### src/rtl/hilf_n_shaper_if.sv
// Sample-side bus of the N-channel ISI shaping loop filter.
// The master drives the sample strobe and controls, and the shaper drives the shaped vector and status.
interface hilf_n_shaper_if #(
    parameter int unsigned N = 6,
    parameter int unsigned W = 4
);
    logic             clk_en;
    logic [N-1:0]     st;
    logic             order_sel;
    logic             flush;
    logic             sat_clr;
    logic [N*W-1:0]   sfi;
    logic             order_active;
    logic             sat_flag;

    modport master (
        output clk_en, st, order_sel, flush, sat_clr,
        input  sfi, order_active, sat_flag
    );

    modport slave (
        input  clk_en, st, order_sel, flush, sat_clr,
        output sfi, order_active, sat_flag
    );
endinterface

### src/rtl/hilf_n_shaper.sv
// N-channel 1st/2nd-order ISI shaping loop filter with saturation detection and flush.
// Defining HILF_OUT_REG_EN registers sfi, which adds one sample of latency.
module hilf_n_shaper #(
    parameter int unsigned N = 6,
    parameter int unsigned W = 4
) (
    input  logic            clk,
    input  logic            rst,
    hilf_n_shaper_if.slave  bus
);
    localparam int unsigned SW   = W + 3;
    localparam int unsigned MAXV = (1 << W) - 1;

    logic [N-1:0][W-1:0]   a_q;
    logic [N-1:0][W-1:0]   b_q;
    logic                  order_q;
    logic                  sat_q;

    logic signed [SW-1:0]  sr_c [N];
    logic signed [SW-1:0]  su_c;
    logic [SW-1:0]         d_c  [N];
    logic [N-1:0][W-1:0]   fi_c;
    logic                  hit_c;

    // Per-channel intermediate sum. Widening first means the sum never wraps.
    always_comb begin
        for (int i = 0; i < N; i++) begin
            if (order_q) begin
                sr_c[i] = (SW'(bus.st[i]) + (SW'(a_q[i]) << 1)) - SW'(b_q[i]);
            end else begin
                sr_c[i] = SW'(bus.st[i]) + SW'(a_q[i]);
            end
        end
    end

    // Signed minimum across channels.
    always_comb begin
        su_c = sr_c[0];
        for (int i = 1; i < N; i++) begin
            if (sr_c[i] < su_c) begin
                su_c = sr_c[i];
            end
        end
    end

    // Normalise to the minimum and clamp to the state range.
    always_comb begin
        hit_c = 1'b0;
        fi_c  = '0;
        for (int i = 0; i < N; i++) begin
            d_c[i] = SW'(sr_c[i] - su_c);
            if (d_c[i] > SW'(MAXV)) begin
                fi_c[i] = W'(MAXV);
                hit_c   = 1'b1;
            end else begin
                fi_c[i] = W'(d_c[i]);
            end
        end
    end

    // Loop state. Flush overrides the strobe and is the only point where the order is loaded.
    always_ff @(posedge clk or posedge rst) begin
        if (rst) begin
            a_q     <= '0;
            b_q     <= '0;
            order_q <= 1'b0;
        end else if (bus.flush) begin
            a_q     <= '0;
            b_q     <= '0;
            order_q <= bus.order_sel;
        end else if (bus.clk_en) begin
            a_q     <= fi_c;
            b_q     <= a_q;
        end
    end

    // Sticky saturation flag. A set in the same cycle as a clear wins over the clear.
    always_ff @(posedge clk or posedge rst) begin
        if (rst) begin
            sat_q <= 1'b0;
        end else if (bus.clk_en && !bus.flush && hit_c) begin
            sat_q <= 1'b1;
        end else if (bus.sat_clr) begin
            sat_q <= 1'b0;
        end
    end

`ifdef HILF_OUT_REG_EN
    logic [N-1:0][W-1:0] sfi_q;

    always_ff @(posedge clk or posedge rst) begin
        if (rst) begin
            sfi_q <= '0;
        end else if (bus.flush) begin
            sfi_q <= '0;
        end else if (bus.clk_en) begin
            sfi_q <= fi_c;
        end
    end

    assign bus.sfi = sfi_q;
`else
    assign bus.sfi = fi_c;
`endif

    assign bus.order_active = order_q;
    assign bus.sat_flag     = sat_q;
endmodule

### src/flat_wrapper.sv
// flat-port wrapper written by rule: the top's interface ports become plain ports
module hilf_n_shaper_flat 
#(
    parameter int unsigned N = 6,
    parameter int unsigned W = 4
)
  (clk, rst, bus_clk_en, bus_st, bus_order_sel, bus_flush, bus_sat_clr, bus_sfi, bus_order_active, bus_sat_flag);
  hilf_n_shaper_if #(.N(N), .W(W)) bus_i ();
  input  logic clk;
  input  logic rst;
  input wire logic [$bits(bus_i.clk_en)-1:0] bus_clk_en;
  input wire logic [$bits(bus_i.st)-1:0] bus_st;
  input wire logic [$bits(bus_i.order_sel)-1:0] bus_order_sel;
  input wire logic [$bits(bus_i.flush)-1:0] bus_flush;
  input wire logic [$bits(bus_i.sat_clr)-1:0] bus_sat_clr;
  output wire logic [$bits(bus_i.sfi)-1:0] bus_sfi;
  output wire logic [$bits(bus_i.order_active)-1:0] bus_order_active;
  output wire logic [$bits(bus_i.sat_flag)-1:0] bus_sat_flag;
  assign bus_i.clk_en = bus_clk_en;
  assign bus_i.st = bus_st;
  assign bus_i.order_sel = bus_order_sel;
  assign bus_i.flush = bus_flush;
  assign bus_i.sat_clr = bus_sat_clr;
  assign bus_sfi = bus_i.sfi;
  assign bus_order_active = bus_i.order_active;
  assign bus_sat_flag = bus_i.sat_flag;
  hilf_n_shaper #(.N(N), .W(W)) u_core (.clk(clk), .rst(rst), .bus(bus_i));
endmodule
### config.mk
export PLATFORM = sky130hd
export DESIGN_NAME = hilf_n_shaper_flat
export DESIGN_NICKNAME = d
export VERILOG_FILES = /design/src/rtl/hilf_n_shaper_if.sv /design/src/rtl/hilf_n_shaper.sv /design/src/flat_wrapper.sv
export SDC_FILE = /design/constraint.sdc
export NUM_CORES = 1
export LEC_CHECK = 0
export BUFFER_PORTS_ARGS = -buffer_cell sky130_fd_sc_hd__buf_2
export CAP_MARGIN = 20
export CORE_MARGIN = 2
export CORE_UTILIZATION = 65
export CTS_BUF_LIST = sky130_fd_sc_hd__clkbuf_2
export DETAILED_ROUTE_END_ITERATION = 7
export PLACE_DENSITY = 0.84
export SLEW_MARGIN = 20
export SYNTH_ARGS = -nofsm -noshare
export SYNTH_HDL_FRONTEND = slang
export SYNTH_SLANG_ARGS = --single-unit
### constraint.sdc
create_clock -name clk -period 18.1 [get_ports clk]
set_input_delay 0.905 -clock clk [delete_from_list [all_inputs] [get_ports clk]]
set_output_delay 0.905 -clock clk [all_outputs]
set_load 0.01 [all_outputs]
==> metrics.txt <==
Layout area overhead 4.01%; Crit path top cell by count ha_1; clk slew on worst S/H paths 320 ps; Post-synth EDFFs 0; vias per cell 6.28; die area 0.0117 mm2; GR Util All Layers 31.8%; layout cell share with drive strength beyond 1 11.8%; Iter 0 DRT Violations 621; post-route insts no fill 1049; register area 0.00125 mm2; CP Max Fanout 14; Final Setup Violations 0; fin. max-slew vios 0; DRC 0; worst min-delay path class primary input to asynchronous set/reset pin; CTS H-tree lvls 2; total number of vias 6588; Fin. Hold Viols 0; DP Wirelength 13600 um; sequential cell area fraction in the yosys report 17.7%; first-pass GRT wire length 29600 um; Syn Std Cell Area 0.00708 mm2; CTS tree yes; synth warn 0; Worst Setup End Kind output port; prevailing post-synth register cell dfrtp_1; fmax 65.8 MHz; root buf cell clkbuf_2; fin crit share 83.9%; initial antenna violation count 1; Synthesized Nets 993; largest net degree at the start of global routing 73; TritonRoute pass-1 iters 5; initial core utilization 65.9%; drt total wl 18200 um; Port Buffer Count 37; M2 GR Usage 49.2%; met1 Resource Use GR 46.2%; Critical Path AT 14290 ps; Final nets 1004; startpoint class of the critical path flop; status finished, final reports clean; area used by multi-input combinational logic 0.00536 mm2; IO Count 38; post-layout min period 15190 ps; Slew headroom 20.5%; Placed Instances 1040; Mean Syn Cell Area 7.91 um2; filler cell count 936; RD Place Congestion 1.05; biggest cell delay along the critical path 1030 ps; asr flop ratio synth 100%; setup repair after global routing missed its margin false; core area 0.0107 mm2; Worst Path Required 17190 ps; Crit Path Category flop to output port; final clock skew 45.2 ps; post-synthesis cell count 896; CTS resizes 0; Clock Sinks 50; Routed Antenna Nets 0; commonest non-fill, non-tap cell in the layout nor2_1; wire length per cell 17.3 um; Num CTS Buffers 5; Worst-Margin Slew 1180 ps; Clock Latency Late Sink 510 ps; gr busiest metal met2; max_cap viols 0; Die Span Y 108 um; Post-CTS Setup Bufs 0; vias in the first global route 5958; clk buf depth 2; flops & latches, synth 50; GRT Residual Overflow 0; Fin Setup TNS 0 ps; met3 Usage GRT 4.40%; most frequent cells in the layout 102 x nor2_1, 81 x nand2_1, 79 x ha_1; Max stage delay cell, worst path o21ai_0; Chip Width 108 um; row count 38; hold_buf cts 0; Synth cell types 87
## through the flow
| stage | hold WS (ps) | utilization [%] | instance area, um2 | setup WS [ps] |
|---|---|---|---|---|
| floorplan | 486 | - | 7080 | 5270 |
| global placement | 502 | 67.9 | 7290 | 3840 |
| detailed placement | 516 | 67.9 | 7300 | 3420 |
| CTS | 469 | 68.5 | 7360 | 3270 |
| global route | 471 | 68.6 | 7370 | 1760 |
| finish | 435 | 68.6 | 7370 | 2910 |
## area by class of cell
cell class                 count  area share [%]
timing repair buffer          40            2.82
tap                          140            2.38
inverter                      80            4.11
antenna                        1          0.0340
clock buffer                   6           0.408
clock inverter                 2           0.510
multi-input combinational    730            72.8
sequential                    50            17.0
## registers in the layout, indices dropped and copies added, names as in the netlist
| register | cells |
|---|---|
| u_core.a_q | 24 |
| u_core.bus.sat_flag | 1 |
| u_core.bus.order_active | 1 |
| u_core.b_q | 24 |
## worst max-delay path, delay by kind of cell, from the launching register on
family / cells / cell delay [ps]
fa+ha+maj: 9 / 2970
mux: 7 / 1990
flops: 1 / 470
simple gates: 13 / 2330
buf+inv: 4 / 470
compound gates: 21 / 5560
## cells by family after synthesis
group | Yosys count | share of synthesized area (%)
xor+xnor | 62 | 7.67
flops | 50 | 17.7
compound gates | 220 | 22.5
buf+inv | 116 | 6.66
simple gates | 301 | 20.6
fa+ha+maj | 100 | 18.0
mux | 47 | 7.01
## Yosys cell counts, drive strengths merged (4+ instances only)
master   count  area (um2)
a2111oi      7        68.8
a211oi       5        37.5
a21o        16         128
a21oi       52         279
a221oi       6        77.6
a311oi      22         193
a31o         4        35.0
a31oi        9        71.3
and2         6        37.5
and3         6        37.5
buf         16        96.3
clkbuf      20        75.1
dfrtp       50        1250
fa           6         120
ha          79         988
inv         80         300
maj3        15         164
mux2         9         109
mux2i       38         388
nand2       82         310
nand2b       9        63.8
nand3       25         130
nand3b       7        52.6
nor2       105         407
nor2b       21         131
nor3        11        76.3
o2111ai      5        43.8
o211a        4        40.0
o211ai      10        85.1
o21a         8        60.1
o21ai       44         224
o22ai        8        50.1
or2          6        37.5
or3         11        68.8
xnor2       53         464
xor2         9        78.8
## routing by layer
layer,routed length [um],up-vias
met5,0,-
met2,8060,248
met4,373,0
met3,1250,31
met1,8470,3094
li1,-,3215
## path summary, 6_finish.rpt
check	endpoint	from	depth (start not counted)	slack, ps
max	bus_sfi[22]	u_core.b_q[5]	54	2910
min	u_core.b_q[22]	rst	2	440
max reg2reg	u_core.a_q[22]	u_core.b_q[5]	54	4230
min reg2reg	u_core.b_q[19]	u_core.b_q[19]	2	570
max in group asynchronous	u_core.b_q[11]	rst	2	17190
min in group clk	u_core.b_q[19]	u_core.b_q[19]	2	570
Power is not shown: default switching activity piles up to over one toggle a cycle in this logic, so the estimate is an artifact.
